==> src/rtl/cordic_scheduler.sv <==
// ---------------------------------------------------------------------------
// cordic_scheduler
//
// Round-robin front end that time-shares one free-running, non-stallable
// pipelined CORDIC rotator between N_CH requesters. One request per cycle is
// granted, registered onto the CORDIC inputs, and tagged with its channel ID.
// The tag rides a delay line matched to the CORDIC latency so every result
// comes back with the channel that issued it. The result path has no
// backpressure.
//
// Ports
//   i_clk, i_resetn            clock, async active-low reset
//   i_chEnable[N_CH]           per-channel enable (disabled => never granted)
//   i_reqValid[N_CH]           per-channel request valid
//   i_reqX/i_reqY              flattened N_CH x DATA_WIDTH request operands
//   i_reqAngle                 flattened N_CH x 32 unsigned phase
//   o_reqReady[N_CH]           one-hot/zero grant, combinational
//   o_cordicX/Y/Angle          registered CORDIC inputs (0 when idle)
//   i_cordicX/Y                CORDIC outputs
//   o_resValid/o_resCh         result strobe and channel ID
//   o_resX/o_resY              registered result (held between strobes)
//   o_inFlight                 accepted requests not yet returned
// ---------------------------------------------------------------------------
module cordic_scheduler #(
    parameter  int N_CH           = 4,
    parameter  int DATA_WIDTH     = 16,
    parameter  int CORDIC_LATENCY = 18,
    localparam int CH_BITS        = (N_CH > 1) ? $clog2(N_CH) : 1,
    localparam int ANGLE_WIDTH    = 32
) (
    input  logic                          i_clk,
    input  logic                          i_resetn,
    input  logic [N_CH-1:0]               i_chEnable,
    input  logic [N_CH-1:0]               i_reqValid,
    input  logic [N_CH*DATA_WIDTH-1:0]    i_reqX,
    input  logic [N_CH*DATA_WIDTH-1:0]    i_reqY,
    input  logic [N_CH*ANGLE_WIDTH-1:0]   i_reqAngle,
    output logic [N_CH-1:0]               o_reqReady,
    output logic [DATA_WIDTH-1:0]         o_cordicX,
    output logic [DATA_WIDTH-1:0]         o_cordicY,
    output logic [ANGLE_WIDTH-1:0]        o_cordicAngle,
    input  logic [DATA_WIDTH-1:0]         i_cordicX,
    input  logic [DATA_WIDTH-1:0]         i_cordicY,
    output logic                          o_resValid,
    output logic [CH_BITS-1:0]            o_resCh,
    output logic [DATA_WIDTH-1:0]         o_resX,
    output logic [DATA_WIDTH-1:0]         o_resY,
    output logic [6:0]                    o_inFlight
);

    localparam int L = CORDIC_LATENCY;

    // Per-channel views of the flattened request buses.
    logic [N_CH-1:0][DATA_WIDTH-1:0]  req_x, req_y;
    logic [N_CH-1:0][ANGLE_WIDTH-1:0] req_ang;

    assign req_x   = i_reqX;
    assign req_y   = i_reqY;
    assign req_ang = i_reqAngle;

    // (base + step) mod N_CH, for pointer scan and pointer advance.
    function automatic logic [CH_BITS-1:0] wrap_add(input logic [CH_BITS-1:0] base,
                                                    input int step);
        return CH_BITS'((int'(base) + step) % N_CH);
    endfunction

    logic [CH_BITS-1:0] ptr_q, ptr_d;
    logic [N_CH-1:0]    elig;
    logic [CH_BITS-1:0] cand;
    logic               grant_vld;
    logic [CH_BITS-1:0] grant_ch;

    logic [DATA_WIDTH-1:0]  cx_q, cx_d, cy_q, cy_d;
    logic [ANGLE_WIDTH-1:0] ca_q, ca_d;

    // Stage 0 travels alongside o_cordic*; stage L lines up with the
    // CORDIC output for that request.
    logic [L:0]              vld_pipe_q, vld_pipe_d;
    logic [L:0][CH_BITS-1:0] ch_pipe_q, ch_pipe_d;
    logic                    ret;

    logic                  res_vld_q, res_vld_d;
    logic [CH_BITS-1:0]    res_ch_q, res_ch_d;
    logic [DATA_WIDTH-1:0] res_x_q, res_x_d, res_y_q, res_y_d;
    logic [6:0]            inflight_q, inflight_d;

    assign elig = i_reqValid & i_chEnable;

    // First eligible channel scanning from ptr upward, wrapping.
    always_comb begin
        grant_vld  = 1'b0;
        grant_ch   = '0;
        cand       = '0;
        o_reqReady = '0;
        for (int i = 0; i < N_CH; i++) begin
            cand = wrap_add(ptr_q, i);
            if (!grant_vld && elig[cand]) begin
                grant_vld = 1'b1;
                grant_ch  = cand;
            end
        end
        if (grant_vld) o_reqReady[grant_ch] = 1'b1;
    end

    assign ret = vld_pipe_q[L];

    always_comb begin
        ptr_d      = grant_vld ? wrap_add(grant_ch, 1) : ptr_q;
        cx_d       = grant_vld ? req_x[grant_ch]   : '0;
        cy_d       = grant_vld ? req_y[grant_ch]   : '0;
        ca_d       = grant_vld ? req_ang[grant_ch] : '0;
        vld_pipe_d = {vld_pipe_q[L-1:0], grant_vld};
        ch_pipe_d  = {ch_pipe_q[L-1:0], (grant_vld ? grant_ch : CH_BITS'(0))};
        res_vld_d  = ret;
        res_ch_d   = ch_pipe_q[L];
        res_x_d    = ret ? i_cordicX : res_x_q;
        res_y_d    = ret ? i_cordicY : res_y_q;
        // Decrement on the edge the result is captured, so a full pipe
        // reads CORDIC_LATENCY+1.
        case ({grant_vld, ret})
            2'b10:   inflight_d = inflight_q + 7'd1;
            2'b01:   inflight_d = inflight_q - 7'd1;
            default: inflight_d = inflight_q;
        endcase
    end

    always_ff @(posedge i_clk or negedge i_resetn) begin
        if (!i_resetn) begin
            ptr_q      <= '0;
            cx_q       <= '0;
            cy_q       <= '0;
            ca_q       <= '0;
            vld_pipe_q <= '0;
            ch_pipe_q  <= '0;
            res_vld_q  <= 1'b0;
            res_ch_q   <= '0;
            res_x_q    <= '0;
            res_y_q    <= '0;
            inflight_q <= '0;
        end else begin
            ptr_q      <= ptr_d;
            cx_q       <= cx_d;
            cy_q       <= cy_d;
            ca_q       <= ca_d;
            vld_pipe_q <= vld_pipe_d;
            ch_pipe_q  <= ch_pipe_d;
            res_vld_q  <= res_vld_d;
            res_ch_q   <= res_ch_d;
            res_x_q    <= res_x_d;
            res_y_q    <= res_y_d;
            inflight_q <= inflight_d;
        end
    end

    assign o_cordicX     = cx_q;
    assign o_cordicY     = cy_q;
    assign o_cordicAngle = ca_q;
    assign o_resValid    = res_vld_q;
    assign o_resCh       = res_ch_q;
    assign o_resX        = res_x_q;
    assign o_resY        = res_y_q;
    assign o_inFlight    = inflight_q;

endmodule

==> config.mk <==
export PLATFORM = sky130hd
export DESIGN_NAME = cordic_scheduler
export DESIGN_NICKNAME = d
export VERILOG_FILES = /design/src/rtl/cordic_scheduler.sv
export SDC_FILE = /design/constraint.sdc
export NUM_CORES = 1
export LEC_CHECK = 0
export BUFFER_PORTS_ARGS = -buffer_cell sky130_fd_sc_hd__buf_4
export CAP_MARGIN = 20
export CORE_AREA = 2 2 158 160
export DETAILED_ROUTE_END_ITERATION = 8
export DIE_AREA = 0 0 160 162
export GPL_ROUTABILITY_DRIVEN = 0
export PLACE_DENSITY_LB_ADDON = 0.05
export SLEW_MARGIN = 15
export SYNTH_ARGS = -nofsm -noshare
export SYNTH_HDL_FRONTEND = slang
export SYNTH_SLANG_ARGS = --single-unit
==> constraint.sdc <==
create_clock -name i_clk -period 5.3 [get_ports i_clk]
set_input_delay 0.53 -clock i_clk [delete_from_list [all_inputs] [get_ports i_clk]]
set_output_delay 0.53 -clock i_clk [all_outputs]
set_load 0.005 [all_outputs]
Yosys cells after proc, flatten, opt, wreduce, memory -nomap -nowiden
Cells that the tools add are included.
{"block": "classes", "add_sub_neg": 6, "mul": 0, "div_mod_pow": 0, "order_cmp": 6, "eq_ne": 2, "shifts": 0, "mux": 30, "n_bitwise": 1, "n_reduce_logical": 8}
{"cell": "16-bit binary-select mux with 2-bit select", "count": 2}
{"cell": "32-bit binary-select mux with 2-bit select", "count": 1}
{"cell": "16-bit 2-to-1 mux", "count": 4}
{"cell": "32-bit 2-to-1 mux", "count": 2}
{"cell": "2-bit by 3-bit less-than comparator with 1-bit output (second input constant)", "count": 5}
{"cell": "7-bit one-hot mux with 2 select lines", "count": 1}
{"cell": "2-bit 2-to-1 mux", "count": 5}
{"cell": "1-bit 2-to-1 mux", "count": 9}
{"cell": "1-bit binary-select mux with 2-bit select", "count": 4}
{"cell": "7-bit by 1-bit adder with 7-bit output (second input constant)", "count": 1}
{"cell": "7-bit by 1-bit subtractor with 7-bit output (second input constant)", "count": 1}
{"cell": "2-bit by 1-bit adder with 2-bit output (second input constant)", "count": 2}
{"cell": "2-bit adder (second input constant)", "count": 2}
{"cell": "4-bit AND", "count": 1}
{"cell": "1-bit logical AND", "count": 4}
{"cell": "4-bit 2-to-1 mux", "count": 1}
{"cell": "1-bit logical NOT", "count": 3}
{"cell": "1-bit demux with 2-bit select", "count": 1}
{"cell": "2-bit by 1-bit equality test with 1-bit output (second input constant)", "count": 1}
{"cell": "2-bit equality test (second input constant)", "count": 1}
{"cell": "2-bit by 1-bit >= comparator with 1-bit output (second input constant)", "count": 1}
{"cell": "2-bit nonzero test", "count": 1}
{"block": "word_totals", "regBits": 165, "latchBits": 0, "mem_bits_rw": 0, "romBits": 0, "input_bits": 298, "out_inout_bits": 110, "wordCells": 82, "memories": 0}

Longest topological paths before layout
Gate-level depths: netlist (run 1).
{"block": "depth", "ltp_word": 18, "depth_mapped": 12}

Worst setup path before layout (run 1)
Ideal clock, no wire load.
{"block": "synth_timing", "path_type": "input to register", "start": "in i_reqValid[2]", "end": "reg inflight_q[6], in the netlist o_inFlight[6]", "arrival_time_ps": 2845, "required_time_ps": 5221, "setup_slack_ps": 2376, "cell_stages": 12, "cell_sequence": "a22oi_1 -> nand3_1 -> inv_1 -> ha_1 -> buf_2 -> xor2_1 -> ha_1 -> or3_1 -> o31ai_1 -> a32oi_1 -> o32ai_2 -> xor2_1"}
{"block": "synth_via", "elab_chain_cells": 15, "word_cells_on_any_way": 23, "cone_classes": "eq/ne: 2; mux: 13; bitwise: 1; reduce/logical: 7"}
{"element": "start, declared", "line": "34", "source": "input logic [N_CH-1:0] i_reqValid,"}
{"element": "4-bit AND *", "line": "87", "source": "assign elig = i_reqValid & i_chEnable;"}
{"element": "1-bit binary-select mux with 2-bit select", "line": "97", "source": "if (!grant_vld && elig[cand]) begin"}
{"element": "1-bit 2-to-1 mux (implied by the code)", "line": "97"}
{"element": "1-bit 2-to-1 mux", "line": "97"}
{"element": "1-bit logical NOT", "line": "97"}
{"element": "1-bit logical AND", "line": "97"}
{"element": "1-bit 2-to-1 mux", "line": "97"}
{"element": "1-bit logical NOT", "line": "97"}
{"element": "1-bit logical AND", "line": "97"}
{"element": "1-bit 2-to-1 mux", "line": "97"}
{"element": "1-bit logical NOT", "line": "97"}
{"element": "1-bit logical AND", "line": "97"}
{"element": "1-bit 2-to-1 mux *", "line": "97"}
{"element": "net grant_vld", "line": "70", "source": "logic grant_vld;"}
{"element": "2-bit by 1-bit equality test with 1-bit output / 2-bit equality test (equally long branches)", "line": "120", "source": "case ({grant_vld, ret})"}
{"element": "7-bit one-hot mux with 2 select lines / 2-bit nonzero test (equally long branches)"}
{"element": "end signal, assigned", "line": "151", "source": "inflight_q <= inflight_d;"}
{"element": "end, declared", "line": "85", "source": "logic [6:0] inflight_q, inflight_d;"}
Mark *: on every way through the listed nets, which the timed path passes. The rest lies on a longest branch. The select of a mux whose other input is x is not followed.
A chain may end at the register's enable or synchronous reset.

Worst setup path in the final report (run 1)
Same ends and word-level chain as after synthesis.

==> results of run 1 <==
==> stage by stage <==
stage               area, sq um  total power (W)  setup WS, ns  utilization, %
floorplan                  6980          0.00207          2.38               -
global placement          10300          0.00265          1.72            42.6
detailed placement        10300          0.00266          1.59            42.6
CTS                       10900          0.00391          1.96            45.0
global route              10900          0.00406          1.80            45.1
finish                    10900          0.00385          2.01            45.1
==> sequential cells by signal, indices dropped and copies added (netlist names) <==
name,count
o_resValid,1
o_cordicX,16
o_resY,16
ch_pipe_d,36
o_cordicY,16
o_resCh,2
o_resX,16
o_inFlight,7
ptr_q,2
vld_pipe_q,19
o_cordicAngle,32
res_ch_d,2
==> cells in the final DEF (no fill, tap or decap), drive strengths merged <==
master    synthesis  final
nor3b             2      2
a41oi             1      1
and3              2      2
nand4             2      2
xnor2             4      4
or3b              2      2
clkinv            0      3
clkbuf           14     19
a221oi            2      2
o31a              1      1
nand2             6      6
nand3             2      2
xor2              4      4
or3               1      1
nand2b            3      3
o32ai             1      1
ha                7      7
a21oi             4      4
o21ai             4      4
clkinvlp          0      4
nor2b             2      2
a22oi             2      2
nor2              6      6
nand4b            1      1
dfrtp           165    165
and3b             1      1
bufinv            0      2
mux2i           129    129
a32oi             1      1
a21o              4      4
o22ai            65     65
o31ai             1      1
a21bo             1      1
inv               5      9
mux2             33     33
and2              5      5
buf              23    414
==> power groups by stage <==
stage / sequential [W] / combinational, W / clock, W
floorplan: 0.00158 / 0.000490 / 0
global placement: 0.00160 / 0.00104 / 0
detailed placement: 0.00161 / 0.00105 / 0
CTS: 0.00159 / 0.00105 / 0.00127
global route: 0.00161 / 0.00112 / 0.00133
finish: 0.00159 / 0.00103 / 0.00123
==> routing by layer <==
layer | global-route usage [%] | wire length [um]
met3 | 5.34 | 1650
met4 | 6.51 | 578
met2 | 31.4 | 12200
met1 | 20.3 | 8960
met5 | 0 | 0
==> synth_stat cells (all sizes together), types with 3 or more instances <==
cell and count:
dfrtp 165, mux2i 129, o22ai 65, mux2 33
buf 23, clkbuf 14, ha 7, nand2 6
nor2 6, and2 5, inv 5, a21o 4
a21oi 4, o21ai 4, xnor2 4, xor2 4
nand2b 3
==> kinds of logic (layout without fill, tap and decap cells) <==
group           after synthesis  in the layout
simple gates                 35             35
mux                         162            162
buf+inv                      42            451
flops                       165            165
xor+xnor                      8              8
compound gates               87             87
fa+ha+maj                     7              7
==> cell type report <==
cell class | count | area [sq um] | share of cell area (%)
inverters | 5 | 23.8 | 0.219
well taps | 324 | 405 | 3.73
clock inverters | 13 | 148 | 1.36
multi-input cells | 299 | 2600 | 23.9
flip-flops and latches | 165 | 4130 | 38.0
repair buffers | 414 | 3120 | 28.7
clock buffers | 19 | 443 | 4.07
==> final timing paths <==
kind,depth (start not counted),slack [ns],end
max in group asynchronous,2,3.99,o_resValid
min in group i_clk,2,0.34,o_resX[3]
max,12,2.01,o_inFlight[6]
min reg2reg,0,0.35,ch_pipe_d[30]
min,1,0.03,o_resCh[1]
max reg2reg,6,2.50,o_cordicAngle[28]
==> reports/qor.txt, run 1 <==
Grt ovf - 0
CP Max Fanout - 16
Synth warn - 0
Sequential share of power - 41.2%
Drt total wl - 23400 um
Worst path bufs/invs - 2
Simple-Gate Fraction of Synth Area - 2.96%
Initial DRC Count - 190
CP required - 5.64 ns
CP cell instances - buf_4 -> a22oi_1 -> nand3_1 -> inv_1 -> ha_1 -> xor2_1 -> ha_1 -> or3_1 -> o31ai_1 -> a32oi_1 -> o32ai_2 -> xor2_1
Hold Path Class - in -> async
CP Data Arrival Time - 3.63 ns
Biggest area consumer among synthesized cells - dfrtp_1
Largest net degree at the start of global routing - 82
Routed vias - 5630
Port Buffer Count - 407
# rows - 57
Clock root cell - clkbuf_16
Placed cell count - 1206
Initial antenna violation count - 0
Cells after Synth - 506
Core area - 24100 sq um
Syn Nets - 811
Post-layout net count - 1207
Slew HR - 41.2%
Sw Ratio - 28.5%
Peak supply drop - 0.000167 V
Pint - 0.00275 W
Post-route insts no fill - 1239
Max-Cap Viols - 0
TritonRoute pass-1 iters - 4
Sink Count - 165
Die area - 25900 sq um
Nature of the critical path endpoint - register
Adder-cell share of the synthesized area - 1.26%
Num ports - 408
Leak Pwr - 5.59 nW
Critical path's top delay family - compound AO/OA/AOI/OAI gates
DRC - 0
Vias in the first global route - 6054
DR WL/cell - 18.9 um
PwrDens - 354 nW/um^2
Total GRT Usage - 17.7%
Largest family of logic cells by synthesized area - multiplexers
Initial Util - 28.9%
Comb pwr share - 26.9%
Setup TNS - 0 ns
Hold Violations, Final - 0
Tmin final - 3.29 ns
Worst slew pin tran - 0.882 ns
CTS tree - yes
PostCTS Resize Cnt - 0
Final HPWL DP - 18400 um
Sequential area share after synthesis - 59.2%
Post-Synth XOR/XNOR Area - 1.00%
Status - finished clean
Clock share of power - 31.9%
Synth unique cells - 41
Sw Pwr - 0.00110 W
Die Span X - 160 um
Count of final setup violators - 0
CTS clk-pin slew, worst paths - 0.06 ns
Worst-skew pair later-pin latency - 0.42 ns
Maximum clock insertion buffer count - 2
Worst hold slack - 0.0264 ns
RSZ-0062 raised after global routing - no
Multiplexer share of the synthesized area - 23.8%
Hold-fix buffers, CTS - 0
H-tree levels - 4
CP Launch Type - input pin
Num CTS Buffers - 17
First-pass GRT wire length - 34800 um
Die H - 162 um
Post-route ant nets - 0
Final worst-path cycle share - 62.1%
Top cell type's share of synthesized area - 59.2%
Critical path's slowest cell - ha_1
Critical path class - in -> reg
Final Skew - 0.00718 ns
Fill cells - 2275
Slowest stage delay, CP - 0.50 ns
Share of layout cells above drive strength 1 - 53.0%
EDFF count, synth - 0
Slew Limit Fails - 0
CP startpoint - i_reqValid[2]
Antenna diodes - 0
RR Startpoint - ptr_q[1]
P&R area growth vs syn - 55.9%
Vias per Instance - 4.54
Synthesized flop and latch total - 165
Most used DFF post-synth - dfrtp_1
Compound-Gate Fraction of Synth Area - 8.22%
Largest cells by area after synthesis - dfrtp_1 59%, mux2i_1 19%, o22ai_1 5.8%, mux2_2 5.3%, buf_6 1.6%
Asr flop ratio synth - 100%
Post-CTS Setup Inserts - 0
Mean Syn Cell Area - 13.8 sq um
Mapped cell area - 6980 sq um
Maximum clock frequency - 304 MHz
No activity file was read; power rests on OpenSTA's default activity.
==> run 2: changes to the inputs <==
- ABC_AREA: default -> 1
- CORE_AREA: 2 2 158 160 -> 2 2 160 162
- DIE_AREA: 0 0 160 162 -> 0 0 162 164
- clock period: 5.3 -> 2.9 ns (I/O delays scaled with it)
==> run 2 against run 1 <==
Compared with the run above: clock-buffer cell count shrank 1; flip-flop and latch count is the same; critical path depth is the same; utilization grew 3.6 points; sequential power grew 130%; via count grew 39%; worst setup slack lost 1.8 ns.
==> reports/qor.txt, run 2 <==
DR WL/cell - 16.7 um (-12%)
Leak Pwr - 6.56 nW (+17%)
PwrDens - 1230 nW/um^2 (+250%)
Cells after Synth - 954 (+89%)
Num ports - 408 (unchanged)
Initial antenna violation count - 0 (unchanged)
Nature of the critical path endpoint - output pin
Maximum clock insertion buffer count - 2 (unchanged)
Max reg flops - 36 (unchanged)
Max-Cap Viols - 0 (unchanged)
Critical path class - reg -> out
Slew Limit Fails - 0 (unchanged)
Most used DFF post-synth - dfrtp_1
Final Skew - 0.00782 ns (+0.000647 ns)
FF-to-FF setup slack - 0.27 ns (-2.23 ns)
Port Buffer Count - 407 (unchanged)
CP Launch Type - register
RSZ-0062 raised after global routing - no
Pint - 0.00813 W (+200%)
Hold Path Class - in -> reg
Routed vias - 7818 (+39%)
Final HPWL DP - 21100 um (+15%)
Count of final setup violators - 0 (unchanged)
Hold path endpoint - o_resY[13]
RR Startpoint - ptr_q[0]
Num CTS Buffers - 17 (unchanged)
Sequential area share after synthesis - 51.1% (-8.1 points)
Grt ovf - 0 (unchanged)
Synthesized flop and latch total - 165 (unchanged)
H-tree levels - 4 (unchanged)
Syn Nets - 1259 (+55%)
Die Span X - 162 um (+1.3%)
Slowest stage delay, CP - 0.50 ns (about the same)
Hold_sp - i_cordicY[13]
Drt total wl - 28100 um (+20%)
Top cells by count, synth - 282 x nand2_1, 165 x dfrtp_1, 139 x inv_1, 88 x nand3_1, 45 x o211ai_1
Antenna diodes - 0 (unchanged)
Core area - 24800 sq um (+3.0%)
CTS tree - yes
Cell with the most instances after synthesis - nand2_1
Mapped cell area - 8080 sq um (+16%)
CP Max Fanout - 27 (+11)
Commonest non-fill, non-tap cells in the layout - 427 x buf_4, 282 x nand2_1, 163 x dfrtp_1
Post-route ant nets - 0 (unchanged)
Asr flop ratio synth - 100% (unchanged)
Biggest area consumer among synthesized cells - dfrtp_1
Critical path's top delay family - simple AND/OR/NAND/NOR gates
Final worst-path cycle share - 91.7%
CP required - 2.61 ns (-3.03 ns)
Mean Syn Cell Area - 8.47 sq um (-39%)
Initial DRC Count - 449 (+140%)
CTS clk-pin slew, worst paths - 0.07 ns (about the same)
DRC - 0 (unchanged)
P&R area growth vs syn - 49.6%
Vias per Instance - 4.64 (+2.0%)
Comb pwr share - 59.7% (+33 points)
Sink Count - 165 (unchanged)
Top cell type's share of synthesized area - 51.1% (-8.1 points)
Setup TNS - 0 ns (unchanged)
TritonRoute pass-1 iters - 5 (+1)
Die H - 164 um (+1.2%)
Sw Pwr - 0.00677 W (+520%)
Peak supply drop - 0.00137 V (+720%)
Commonest non-fill, non-tap cell in the layout - buf_4
Hold Crit Depth - 2
Status - finished clean
Post-CTS Setup Inserts - 0 (unchanged)
Initial Util - 32.6% (+3.6 points)
Maximum clock frequency - 376 MHz
Slew HR - 39.3% (-1.9 points)
CP most frequent cell - nand3_1
Hold Violations, Final - 0 (unchanged)
CP cell instances - inv_6 -> nand3_1 -> nand3_1 -> nand2_2 -> nand3_1 -> nor2_2 -> nor2_4 -> buf_12 -> ha_1 -> inv_1 -> nor2_1 -> buf_4
EDFF count, synth - 0 (unchanged)
Post-layout net count - 1648 (+37%)
Synth warn - 0 (unchanged)
Sequential share of power - 24.6% (-17 points)
Clock share of power - 15.8% (-16 points)
# rows - 58 (+1.8%)
First-pass GRT wire length - 43000 um (+24%)
Vias in the first global route - 7746 (+28%)
Worst path bufs/invs - 4 (+2)
Tmin final - 2.66 ns
Largest net degree at the start of global routing - 79 (-3.7%)
Reg2reg end - o_inFlight[6]
Worst slew pin tran - 0.910 ns (+0.0283 ns)
Worst-skew pair later-pin latency - 0.42 ns (about the same)
Worst hold slack - 0.0947 ns (+0.0683 ns)
Die area - 26600 sq um (+2.5%)
CP Data Arrival Time - 2.37 ns (-1.26 ns)
Synth unique cells - 29 (-29%)
R2r worst-path depth - 15 (+9)
Largest cells by area after synthesis - dfrtp_1 51%, nand2_1 13%, inv_1 6.5%, nand3_1 5.4%, mux2_2 4.5%
Sw Ratio - 45.4% (+17 points)
Total GRT Usage - 21.2% (+3.5 points)
Share of layout cells above drive strength 1 - 38.1% (-15 points)
Clock root cell - clkbuf_16
Critical path's slowest cell - dfrtp_2
run 2: cell count changes after synthesis, sizes merged, moves of 45 or more:
cell and change:
inv +139, o211ai +45, nand3 +89, mux2i -129, nand2 +283, o22ai -65
run 2: cell families after synthesis:
kind of cell / Yosys count / share of synthesized area, %
multiplexers: 32 / 4.46
buffers and inverters: 208 / 11.1
XOR/XNOR: 11 / 1.19
flip-flops: 165 / 51.1
AND/OR/NAND/NOR: 433 / 23.5
adder cells (fa/ha/maj): 7 / 1.08
AO/OA/AOI/OAI: 98 / 7.54
run 2: worst max-delay path by stage:
stage | to | cells after the start | from
6_report | o_reqReady[1] | 12 | ptr_q[0]
4_1_cts | o_reqReady[1] | 13 | ptr_q[1]
2_1_floorplan | o_inFlight[6] | 22 | ptr_q[0]
5_1_grt | o_reqReady[0] | 12 | ptr_q[0]
3_3_place_gp | o_inFlight[6] | 16 | ptr_q[0]
3_5_place_dp | o_inFlight[6] | 14 | ptr_q[0]
run 2: metrics by stage:
| step | total power (W) | util [%] | cell area [sq um] | instances | worst slack, ns |
|---|---|---|---|---|---|
| after floorplan | 0.00944 | - | 8090 | 954 | 0.0415 |
| after global placement | 0.0126 | 46.2 | 11500 | 1653 | 0.245 |
| after detailed placement | 0.0126 | 46.2 | 11500 | 1653 | 0.186 |
| after CTS | 0.0150 | 48.7 | 12100 | 1686 | 0.0238 |
| after global routing | 0.0163 | 48.7 | 12100 | 1686 | 0.00302 |
| final | 0.0149 | 48.7 | 12100 | 1686 | 0.241 |
run 2: cell type report:
type	count	area, sq um
multi-input cells	581	3060
clock buffers	18	429
fillers	2450	12700
well taps	330	413
inverters	144	548
clock inverters	14	185
repair buffers	434	3330
flip-flops and latches	165	4130
run 2: power groups by stage:
stage          registers (W)  logic (W)  clock network (W)
6_report             0.00366    0.00889            0.00235
5_1_grt              0.00376     0.0100            0.00253
4_1_cts              0.00367    0.00895            0.00242
3_5_place_dp         0.00371    0.00892                  0
3_3_place_gp         0.00369    0.00894                  0
2_1_floorplan        0.00366    0.00578                  0
run 2: per-layer routing:
metal  GRT usage (%)  share of wire (%)  wire (um)
met5               0                  0          0
met4            7.76                2.3        654
met3            5.91                8.2       2310
met1            26.5                 41      11600
met2            35.2                 48      13500
run 2: what timing repair did:
item                                   in CTS  in global routing
setup endpoints to repair                   1                  2
gates resized for setup                     1                  4
pin swaps                                   0                  0
hold buffers                                1                  0
endpoints found under the hold margin      57                  0
run 2: worst register-to-register path: stages (launching register included):
cell,delay (ns)
dfrtp_2,0.50
inv_6,0.13
nand3_1,0.10
nand3_1,0.09
nand2_2,0.10
nand4_4,0.14
inv_2,0.08
ha_1,0.22
buf_4,0.16
xnor2_1,0.32
o21ai_0,0.20
nand2_1,0.09
o2111ai_1,0.13
xor2_1,0.16
nand2_1,0.06
nand2_1,0.04
